File: src/rtl/lsu_pkg.sv
// rtl/lsu_pkg.sv - shared size encodings, FSM states and helpers for the load/store unit
package lsu_pkg;

  localparam logic [1:0] SZ_B = 2'b00;
  localparam logic [1:0] SZ_H = 2'b01;
  localparam logic [1:0] SZ_W = 2'b10;

  typedef enum logic [1:0] {
    ST_IDLE,
    ST_RD,
    ST_WR,
    ST_RESP
  } lsu_state_e;

  // Access width in bytes; the illegal encoding reports zero.
  function automatic logic [2:0] bytes_of(input logic [1:0] size);
    case (size)
      SZ_B:    bytes_of = 3'd1;
      SZ_H:    bytes_of = 3'd2;
      SZ_W:    bytes_of = 3'd4;
      default: bytes_of = 3'd0;
    endcase
  endfunction

endpackage

File: src/rtl/load_ext.sv
// rtl/load_ext.sv - picks the low byte/half/word of a read buffer and sign- or zero-extends it
module load_ext
  import lsu_pkg::*;
(
  input  logic [31:0] rbuf,
  input  logic [1:0]  size,
  input  logic        uns,
  output logic [31:0] data
);

  always_comb begin
    data = rbuf;
    case (size)
      SZ_B:    data = {{24{~uns & rbuf[7]}}, rbuf[7:0]};
      SZ_H:    data = {{16{~uns & rbuf[15]}}, rbuf[15:0]};
      default: data = rbuf;
    endcase
  end

endmodule

File: src/rtl/lsu.sv
// rtl/lsu.sv - load/store unit driving the dmem word port, with RMW for sub-word stores
module lsu
  import lsu_pkg::*;
#(
  parameter int WIN_BITS = 8
) (
  input  logic        clk,
  input  logic        rst,
  input  logic        req_valid,
  output logic        req_ready,
  input  logic        req_we,
  input  logic [1:0]  req_size,
  input  logic        req_unsigned,
  input  logic [31:0] req_addr,
  input  logic [31:0] req_wdata,
  output logic        resp_valid,
  output logic [31:0] resp_rdata,
  output logic        resp_err,
  output logic        mem_we,
  output logic [31:0] mem_daddr,
  output logic [31:0] mem_wdata,
  input  logic [31:0] mem_rdata
);

  lsu_state_e  state;
  logic        we_q;
  logic        uns_q;
  logic        err_q;
  logic [1:0]  size_q;
  logic [31:0] addr_q;
  logic [31:0] wdata_q;
  logic [31:0] rbuf;
  logic [31:0] ext_data;
  logic [31:0] merged;

  // One extra bit so an access ending exactly at the window top is not mistaken for wrap.
  logic [WIN_BITS:0] end_off;
  logic              fault;

  assign end_off = {1'b0, req_addr[WIN_BITS-1:0]} + (WIN_BITS+1)'(bytes_of(req_size));
  assign fault   = (req_size == 2'b11) || (end_off > {1'b1, {WIN_BITS{1'b0}}});

  always_ff @(posedge clk) begin
    if (!rst) begin
      state   <= ST_IDLE;
      we_q    <= 1'b0;
      uns_q   <= 1'b0;
      err_q   <= 1'b0;
      size_q  <= SZ_B;
      addr_q  <= '0;
      wdata_q <= '0;
      rbuf    <= '0;
    end else begin
      case (state)
        ST_IDLE: begin
          if (req_valid) begin
            we_q    <= req_we;
            uns_q   <= req_unsigned;
            size_q  <= req_size;
            addr_q  <= req_addr;
            wdata_q <= req_wdata;
            err_q   <= fault;
            if (fault)
              state <= ST_RESP;
            else if (req_we && req_size == SZ_W)
              state <= ST_WR;
            else
              state <= ST_RD;
          end
        end
        ST_RD: begin
          rbuf  <= mem_rdata;
          state <= we_q ? ST_WR : ST_RESP;
        end
        ST_WR:   state <= ST_RESP;
        default: state <= ST_IDLE;
      endcase
    end
  end

  load_ext u_load_ext (
    .rbuf (rbuf),
    .size (size_q),
    .uns  (uns_q),
    .data (ext_data)
  );

  always_comb begin
    case (size_q)
      SZ_W:    merged = wdata_q;
      SZ_H:    merged = {rbuf[31:16], wdata_q[15:0]};
      default: merged = {rbuf[31:8], wdata_q[7:0]};
    endcase
  end

  assign req_ready  = (state == ST_IDLE);
  assign resp_valid = (state == ST_RESP);
  assign resp_err   = (state == ST_RESP) && err_q;
  assign resp_rdata = ((state == ST_RESP) && !we_q && !err_q) ? ext_data : 32'd0;

  // Gating with rst lets a reset landing on the WR cycle cancel the write.
  assign mem_we    = (state == ST_WR) && rst;
  assign mem_daddr = (state == ST_RD || state == ST_WR) ? addr_q : 32'd0;
  assign mem_wdata = (state == ST_WR) ? merged : 32'd0;

endmodule

File: config.mk
export PLATFORM = sky130hd
export DESIGN_NAME = lsu
export DESIGN_NICKNAME = d
export VERILOG_FILES = /design/src/rtl/lsu_pkg.sv /design/src/rtl/load_ext.sv /design/src/rtl/lsu.sv
export SDC_FILE = /design/constraint.sdc
export NUM_CORES = 1
export LEC_CHECK = 0
export CAP_MARGIN = 5
export CORE_MARGIN = 2
export CORE_UTILIZATION = 35
export DETAILED_ROUTE_END_ITERATION = 7
export PLACE_DENSITY = 0.75
export SLEW_MARGIN = 20
export SYNTH_ARGS = -nofsm -noshare
export SYNTH_HDL_FRONTEND = slang
export SYNTH_HIERARCHICAL = 1
export SYNTH_SLANG_ARGS = --single-unit
File: constraint.sdc
create_clock -name clk -period 2.3 [get_ports clk]
set_input_delay 0.23 -clock clk [delete_from_list [all_inputs] [get_ports clk]]
set_output_delay 0.23 -clock clk [all_outputs]
set_load 0.02 [all_outputs]
# --- Word-level counts from Yosys, hierarchy flattened ---
# Cells that the tools add are included.
totals:
  romBits: 0
  n_memories: 0
  input_bits: 103
  latchBits: 0
  ff_bits: 103
  mem_bits_rw: 0
op_classes:
  bitwise: 3
  muxes: 11
  div_mod_pow: 0
  n_reduce_logical: 13
  n_shift: 0
  n_addsub: 1
  n_mul: 0
  order_cmp: 1
  n_eq_ne: 9
op_table:
  columns: ["cell", "n"]
  rows:
  - ["case mux 32 bit (2 select lines)", 2]
  - ["2-to-1 mux 32 bit", 3]
  - ["== test 2 bit, second input constant", 5]
  - ["adder 8 x 3 -> 9 bit", 1]
  - ["> comparator 9 bit, second input constant", 1]
  - ["case mux 3 bit (3 select lines)", 1]
  - ["== test 2 x 1 -> 1 bit, second input constant", 3]
  - ["zero test 2 bit", 3]
  - ["2-to-1 mux 2 bit", 3]
  - ["case mux 2 bit (3 select lines)", 1]
  - ["logical AND 1 bit", 5]
  - ["bitwise AND 1 bit", 2]
  - ["zero test 1 bit", 2]
  - ["logical OR 1 bit", 2]
  - ["inequality test 2 bit, second input constant", 1]
  - ["AND reduction 2 bit", 1]
  - ["2-to-1 mux 1 bit", 1]
  - ["inverter 1 bit", 1]

# --- Depth between registers and ports, before layout ---
# Gate-level depths: netlist (run 1).
depth:
  ltp_word: 8
  ltp_mapped: 8
  ltp_nobuf: 7

# --- Modules after synthesis ---
# Netlist (run 1), hierarchy kept.
by_module_without_submodules:
  columns: ["module", "seq_area_each_um2", "n_inst", "cells_each", "area_each_um2"]
  rows:
  - ["lsu", 2062.0, 1, 595, 5092.4]
  - ["load_ext", 0.0, 1, 67, 355.3]

# --- Worst setup path before layout (run 1) ---
# No wires, ideal clock.
synth_path:
  path_kind: "register to output"
  from: "reg size_q[0]"
  to: "out mem_wdata[21]"
  stages_incl_launch_ff: 9
  path_buffers: 3
  t_arrival_ns: 1.619
  setup_slack_ns: 0.451
  required_ns: 2.070
  cell_sequence: "dfxtp_1 > inv_1 > ha_1 > buf_6 > nor2b_1 > buf_2 > buf_6 > a22oi_2 > nor2b_1"
synth_between:
  elab_chain_len: 3
synth_rtl:
  columns: ["item", "line_no", "rtl"]
  rows:
  - ["from (decl)", "lsu.sv:29", "logic [1:0] size_q;"]
  - ["from (signal assigned)", "lsu.sv:59", "size_q <= req_size;"]
  - ["== test 2 x 1 -> 1 bit or == test 2 bit (tied branches)", "lsu.sv:89", "case (size_q)"]
  - ["case mux 32 bit (2 select lines) (*)", "lsu.sv:89", null]
  - ["2-to-1 mux 32 bit (*)", "lsu.sv:104", "assign mem_wdata = (state == ST_WR) ? merged : 32'd0;"]
  - ["to (decl)", "lsu.sv:21", "output logic [31:0] mem_wdata,"]
# Every way passes the cells marked *; elsewhere a longest branch is shown, timed or not.

# --- Final worst setup path (run 1) ---
layout_path:
  from: "reg size_q[1]"
  to: "out resp_rdata[15]"
layout_between:
  elab_chain_len: 3
layout_rtl:
  columns: ["item", "line_no", "rtl"]
  rows:
  - ["== test 2 x 1 -> 1 bit or zero test 2 bit (tied branches)", "load_ext.sv:13", "case (size)"]
  - ["case mux 32 bit (2 select lines) (*)", "load_ext.sv:13", null]
  - ["via ext_data[15]", "lsu.sv:33", "logic [31:0] ext_data;"]
  - ["2-to-1 mux 32 bit (*)", "lsu.sv:99", "assign resp_rdata = ((state == ST_RESP) && !we_q && !err_q) ? ext_data : 32'd0;"]
  - ["to (decl)", "lsu.sv:17", "output logic [31:0] resp_rdata,"]
# The timed path passes the listed nets; every way through them passes the cells marked *.

==> results.txt, run 1 <==
----------------------------------------------------
[Worst setup path]
  Sum of buffers and inverters on the critical path ... 2
  Largest fanout on the critical path ... 11
  Startpoint Class ... register
  Arr. time, crit path ... 1980 ps
  Critical path type ... reg -> out
  Critical path endpoint category ... output port
  Cell-by-cell listing of the critical path ... buf_4, or4b_4, nand2_1, and2_1, dlygate4sd2_1
  Data required, critical path ... 2070 ps
  Kind of cell with the highest combined delay on the critical path ... simple AND/OR/NAND/NOR gates
  Max stage delay on crit path ... a little under 600 ps
  Cell with the largest stage delay on the worst path ... sky130_fd_sc_hd__or4b_4

[STA]
  Number of endpoints with negative hold slack in the final report ... 0
  Worst slew margin ... a little under two fifths
  Post-route setup TNS ... 0 ps
  Crit share post-route ... 96.3%
  Highest Clock Rate ... 452 MHz
  Worst-margin pin slew ... between 900 and 1000 ps
  RSZ-0062 raised after global routing ... false
  Total of endpoints with negative setup slack in the final report ... 0
  Fin Clk Skew ... approximately 6.8 ps
  Number of pins exceeding their max-slew limit in the final report ... 0
  Final worst hold slack ... 438 ps
  Time the final worst path needs with I/O delays and setup ... 2210 ps

[Placed design]
  Detailed Place HPWL ... approximately 11,000 µm
  Port buffer count ... 202
  Final weighted congestion in routability-driven placement ... 0.775
  Post-placement cell area ... 7600 µm²

[Routing]
  Detail-routed via count per cell ... 4.70
  Wire length per cell ... approximately 15 µm
  Top Layer Used ... met4
  DRT iter0 DRCs ... 183
  Antenna Nets Post-Route ... 0
  Wirelength, routed ... 15,000 µm
  Sum of met3 wire segment lengths after detailed routing ... 1230 µm
  Number of iterations in the first detailed-routing pass ... 4
  # DRC ... 0
  DR WL met2 ... slightly below 7000 µm
  WL met1 ... between 6000 and 7000 µm
  Via Count ... 4,827

[Logic synthesis]
  Average size of a mapped cell ... 8.23 µm²
  Synth warn ... 6
  Xor and xnor area share after synthesis ... 0%
  Share of the yosys chip area belonging to registers ... 37.9%
  Combinational family with the most area after synthesis ... simple AND/OR/NAND/NOR gates
  Count of cell types in the netlist ... 36
  Adder-cell area share of the yosys netlist ... approximately 2.4%
  Multiplexer share of the synthesized area ... 6.13%
  Share of the synthesized area in compound gates (AO/OA/AOI/OAI) ... 17.1%
  Simple-gate portion of the synthesized area ... 29.7%
  Syn Nets ... 775
  Synthesis-stage register bit count ... 103
  Synthesized area ... ~5400 µm²
  Synthesized instance count ... between 600 and 700

[Global route]
  Initial antenna violation count ... 0
  Total global-route track usage ... 18.5%
  First-pass GRT wire length ... 24,200 µm
  Pin count of the biggest net entering global routing ... about 110
  Sum of overflow across all layers after global routing ... 0
  Via count of the first global-routing pass ... between 4,000 and 5,000

[Clocking]
  CTS tree ... built
  CTS Buf Count ... 9
  Number of H-tree branching levels ... 3
  Total of hold buffers inserted after clock tree synthesis ... 0
  Worst-Skew Late Latency ... roughly 350 ps
  Clock tree sinks ... 103
  CTS max path bufs ... 2
  Clock transition at the register clock pins on the worst setup and hold paths after CTS ... 70 ps
  Clock tree root driver cell ... sky130_fd_sc_hd__clkbuf_16

[Die]
  Total core area ... about 15,000 µm²
  Die Y ... 129 µm
  Number of placed I/O pins ... 203
  Die outline area ... 16,600 µm²
  Count of standard-cell rows ... 45
  Initial standard-cell utilization of the core ... a little over a third
  Die outline width ... 129 µm

[Layout]
  Fin area ... 7780 µm²
  Fill cells ... about 1,500
  Final-stage net count ... approximately 950
  Final antenna diode count ... 0
  Area Growth Syn to Fin ... 42.8%
  Core Util, Final ... between 50% and 60%
  Proportion of layout cells with a drive suffix above 1 ... under 10%

[Power]
  Pleak ... roughly 3.2 nW
  Worst IR drop on VDD ... 0.475 mV
  Power density over cell area ... around 850 nW/µm²

[Run status]
  Result of the run ... completed

[Hold path]
  Path class of the lowest-slack min-delay path ... in -> reg

[Run]
  Maximum capacitance violations ... 0

----------------------------------------------------
synth_stat cells, drive strengths merged:
| library cell | count | area share (%) |
|---|---|---|
| nand2 | 163 | 11 |
| dfxtp | 103 | 38 |
| and2 | 76 | 8.7 |
| a21boi | 68 | 9.4 |
| nor2b | 60 | 6.9 |
| buf | 37 | 4.8 |
| mux2i | 33 | 6.1 |
| o21ai | 28 | 2.6 |
| clkbuf | 24 | 1.7 |
| a22oi | 16 | 3.1 |
| a21oi | 11 | 1.0 |
| nor3b | 10 | 1.5 |
| ha | 9 | 2.1 |
| inv | 5 | 0.34 |
| nor2 | 5 | 0.34 |
| or2 | 2 | 0.23 |
| a211o | 1 | 0.16 |
| a211oi | 1 | 0.23 |
| a221oi | 1 | 0.16 |
| and4bb | 1 | 0.23 |
| fa | 1 | 0.37 |
| nand3b | 1 | 0.14 |
| nand4 | 1 | 0.11 |
| nor4 | 1 | 0.11 |
| o21a | 1 | 0.14 |
| o2bb2ai | 1 | 0.16 |
| o31ai | 1 | 0.14 |
| or4b | 1 | 0.25 |
cells in the final DEF, fill, tap and decap left out, types with 6 or more instances in the layout:
master	netlist	layout
sky130_fd_sc_hd__a21boi_0	68	68
sky130_fd_sc_hd__a21oi_1	11	11
sky130_fd_sc_hd__a22oi_1	6	6
sky130_fd_sc_hd__a22oi_2	10	10
sky130_fd_sc_hd__and2_1	76	75
sky130_fd_sc_hd__buf_12	0	6
sky130_fd_sc_hd__buf_4	14	16
sky130_fd_sc_hd__clkbuf_16	0	9
sky130_fd_sc_hd__clkbuf_2	1	17
sky130_fd_sc_hd__clkdlybuf4s50_1	0	113
sky130_fd_sc_hd__dfxtp_1	103	102
sky130_fd_sc_hd__dlygate4sd2_1	0	66
sky130_fd_sc_hd__ha_1	9	8
sky130_fd_sc_hd__mux2i_1	32	32
sky130_fd_sc_hd__nand2_1	163	162
sky130_fd_sc_hd__nor2b_1	60	59
sky130_fd_sc_hd__nor3b_1	9	9
sky130_fd_sc_hd__o21ai_0	27	27
stage by stage:
step | setup slack [ps] | total power (W) | cells
finish | 85.3 | 0.00662 | 1028
global placement | -13.1 | 0.00501 | 1013
CTS | 15.4 | 0.00673 | 1028
detailed placement | -58.2 | 0.00504 | 1013
floorplan | 451 | 0.00406 | 662
global route | 0.420 | 0.00709 | 1028
final timing paths:
kind	start	to	slack, ps	cells after the start
worst min register to register	addr_q[15]$_SDFFE_PN0P_	addr_q[15]$_SDFFE_PN0P_	460	2
worst max-delay path	size_q[1]$_SDFFE_PN0P_	resp_rdata[15]	90	5
worst min-delay path	req_wdata[13]	wdata_q[13]$_SDFFE_PN0P_	440	3
worst max register to register	state[0]$_SDFFE_PN0P_	addr_q[29]$_SDFFE_PN0P_	530	6
final cells by class:
| type | instances | area (µm²) | area share [%] |
|---|---|---|---|
| Clock buffer | 9 | 225 | 2.89 |
| Clock inverter | 6 | 110 | 1.42 |
| Inverter | 5 | 18.8 | 0.241 |
| Multi-Input combinational cell | 493 | 3040 | 39.1 |
| Sequential cell | 103 | 2060 | 26.5 |
| Tap cell | 188 | 235 | 3.02 |
| Timing Repair Buffer | 224 | 2090 | 26.9 |
flip-flops by register name, indices dropped and copies added (netlist names):
name,count
state,2
we_q,1
uns_q,1
err_q,1
wdata_q,32
addr_q,32
rbuf,32
size_q,2
cell families after synthesis:
family | Yosys count
multiplexers | 33
buffers and inverters | 66
flip-flops | 103
AO/OA/AOI/OAI | 129
adder cells (fa/ha/maj) | 10
AND/OR/NAND/NOR | 321
tightest hold or removal path: stages:
cell,delay [ps]
sky130_fd_sc_hd__clkdlybuf4s50_1,390
sky130_fd_sc_hd__nand2_1,50
sky130_fd_sc_hd__a21boi_0,60
metal layers:
metal,vias to the layer above,track usage [%]
met4,0,4.99
li1,2490,-
met2,136,29.8
met5,-,0
met1,2190,23.6
met3,11,6.28
power breakdown:
| group | switching [W] | leakage (nW) | internal (W) | total, W |
|---|---|---|---|---|
| logic | 0.00142 | 2.19 | 0.00113 | 0.00255 |
| clock network | 0.000680 | 0.158 | 0.00106 | 0.00174 |
| registers | 0.000223 | 0.844 | 0.00212 | 0.00234 |
repair_timing:
item,CTS,global route
hold endpoints to repair,0,0
setup buffers,0,0
cloned,0,0
gates resized for setup,92,39
endpoints found under the setup margin,88,31
No activity file was read; power rests on OpenSTA's default activity.
==> run 2: changes to the inputs <==
- CTS_BUF_LIST: not set -> sky130_fd_sc_hd__clkbuf_8
- SKIP_CTS_REPAIR_TIMING: not set -> 1
==> results.txt, run 2 (synthesized netlist as in run 1, its figures left out) <==
----------------------------------------------------
[Layout]
  Final-stage net count ... 949
  Most common library cell in the layout ignoring fill and taps ... sky130_fd_sc_hd__nand2_1
  Area of combinational cells with multiple inputs ... 3040 µm²
  Fill cells ... approximately 1,500
  Final std cells w/o fill ... 1,028
  Most frequent cells in the layout ... 162 x sky130_fd_sc_hd__nand2_1, 111 x sky130_fd_sc_hd__clkdlybuf4s50_1, 102 x sky130_fd_sc_hd__dfxtp_1
  Biggest registers after layout ... addr_q x32, rbuf x32, wdata_q x32
  Proportion of layout cells with a drive suffix above 1 ... between 8 and 9%
  Sequential standard cell area ... 2060 µm²
  Area Growth Syn to Fin ... 46.5%
  Fin area ... 7980 µm²
  Final antenna diode count ... 0

[Global route]
  Total global-route track usage ... between 10% and 20%
  Pin count of the biggest net entering global routing ... 105
  First-pass GRT wire length ... 24,200 µm
  Via count of the first global-routing pass ... approximately 4,700
  Initial antenna violation count ... 0
  Sum of overflow across all layers after global routing ... 0

[Routing]
  DRT iter0 DRCs ... about 180
  Wire length per cell ... approximately 15 µm
  Detail-routed via count per cell ... 4.69
  Via Count ... 4,825
  Wirelength, routed ... 15,200 µm
  # DRC ... 0
  Number of iterations in the first detailed-routing pass ... 4
  Antenna Nets Post-Route ... 0

[STA]
  Time the final worst path needs with I/O delays and setup ... 2180 ps
  Crit share post-route ... 94.8%
  Fin worst setup slack ... around 120 ps
  Final worst hold slack ... 392 ps
  Fin Clk Skew ... 9.91 ps
  Worst-margin pin slew ... 923 ps
  Highest Clock Rate ... 459 MHz
  Number of pins exceeding their max-slew limit in the final report ... 0
  Total of endpoints with negative setup slack in the final report ... 0
  RSZ-0062 raised after global routing ... false
  Worst slew margin ... a little under 40%
  Number of endpoints with negative hold slack in the final report ... 0
  Post-route setup TNS ... 0 ps

[Worst setup path]
  Critical path type ... reg -> out
  Largest fanout on the critical path ... 10
  Data required, critical path ... 2070 ps
  Length in cells of the worst reg-to-reg path ... 6
  Startpoint of the lowest-slack register-to-register path ... state[0]$_SDFFE_PN0P_
  Startpoint Class ... register
  Critical path endpoint category ... output port
  Arr. time, crit path ... 1950 ps
  Max stage delay on crit path ... around 540 ps
  Cell with the largest stage delay on the worst path ... sky130_fd_sc_hd__clkdlybuf4s50_1
  Endpoint of the lowest-slack register-to-register path ... addr_q[29]$_SDFFE_PN0P_
  Register-to-register setup slack ... roughly 520 ps
  Cell-by-cell listing of the critical path ... inv_1, ha_1, buf_4, and2_1, clkdlybuf4s50_1

[Hold path]
  Launch point of the worst hold path ... req_wdata[7]
  Worst Hold End ... wdata_q[7]$_SDFFE_PN0P_
  Number of cells on the worst hold path ... 3
  Path class of the lowest-slack min-delay path ... in -> reg

[Power]
  Psw ... 0.00229 W
  Power density over cell area ... 789 nW/µm²
  Pleak ... approximately 4.3 nW
  Combinational share of power ... 41.3%
  Worst IR drop on VDD ... 0.397 mV
  Register share of total power ... 37.1%
  Internal ... approximately 0.004 W
  Proportion of power drawn by the clock network ... 21.6%
  Switching portion of total power ... a little over a third

[Clocking]
  CTS Buf Count ... 9
  Number of H-tree branching levels ... 3
  CTS max path bufs ... 2
  Clock transition at the register clock pins on the worst setup and hold paths after CTS ... 100 ps
  Worst-Skew Late Latency ... 380 ps
  Clock tree root driver cell ... sky130_fd_sc_hd__clkbuf_8
  Clock tree sinks ... between 100 and 150
  CTS tree ... built

[Placed design]
  Detailed Place HPWL ... 10,700 µm
  Final weighted congestion in routability-driven placement ... 0.775
  Port buffer count ... a little over 200
  Number of cells after detailed placement ... slightly above 1,000
  Post-placement cell area ... 7600 µm²
  Placement Setup Slack ... -58.2 ps

[Die]
  Die Y ... roughly 130 µm
  Total core area ... 15,200 µm²
  Number of placed I/O pins ... 203
  Die outline area ... between 15,000 and 20,000 µm²
  Initial standard-cell utilization of the core ... between 30% and 40%
  Die outline width ... 129 µm
  Count of standard-cell rows ... 45

[Run]
  Maximum capacitance violations ... 0

[Run status]
  Result of the run ... completed

----------------------------------------------------
## run 2: changes by cell type in the layout (fill, tap and decap cells not counted), sizes merged
cell	delta
clkdlybuf4s15	-5
clkbuf	-5
dlygate4sd2	-66
clkdlybuf4s50	-2
dlymetal6s2s	+78
## run 2: metrics by stage
stage | util, % | total power (W)
floorplan | - | 0.00406
finish | 52.5 | 0.00630
CTS | 51.6 | 0.00642
global route | 52.5 | 0.00676
detailed placement | 50.0 | 0.00504
global placement | 50.0 | 0.00501
## run 2: worst max path at each step
stage | to | from | slack, ps
2_1_floorplan | mem_wdata[21] | size_q[0]$_SDFFE_PN0P_ | 450
3_5_place_dp | err_q$_SDFFE_PN0P_ | req_size[1] | -60
6_report | mem_wdata[4] | state[0]$_SDFFE_PN0P_ | 120
4_1_cts | mem_wdata[17] | size_q[1]$_SDFFE_PN0P_ | -320
3_3_place_gp | err_q$_SDFFE_PN0P_ | req_size[1] | -10
5_1_grt | mem_wdata[24] | size_q[0]$_SDFFE_PN0P_ | 5
## run 2: metal layers
metal | up-vias | track usage (%) | wire (µm)
met2 | 136 | 29.6 | 6820
met3 | 11 | 7.57 | 1290
met5 | - | 0 | 0
met4 | 0 | 4.09 | 149
li1 | 2488 | - | -
met1 | 2190 | 23.6 | 6920
## run 2: power groups by stage
stage	logic, W	clock network (W)	registers (W)
2_1_floorplan	0.00176	0	0.00230
3_3_place_gp	0.00265	0	0.00236
4_1_cts	0.00268	0.00141	0.00233
5_1_grt	0.00290	0.00148	0.00238
3_5_place_dp	0.00267	0	0.00237
6_report	0.00260	0.00136	0.00234
## run 2: area by class of cell
cell class | count | share of cell area (%)
multi-input cells | 493 | 38.1
inverters | 5 | 0.235
well taps | 188 | 2.95
clock inverters | 6 | 1.38
flip-flops and latches | 103 | 25.8
clock buffers | 9 | 1.55
repair buffers | 224 | 30.0
## run 2: worst max-delay path: cells and delay by family, from the launching register on
family                   cells  cell delay [ps]
adder cells (fa/ha/maj)      1              210
flip-flops                   1              400
AND/OR/NAND/NOR              1              160
buffers and inverters        3              800
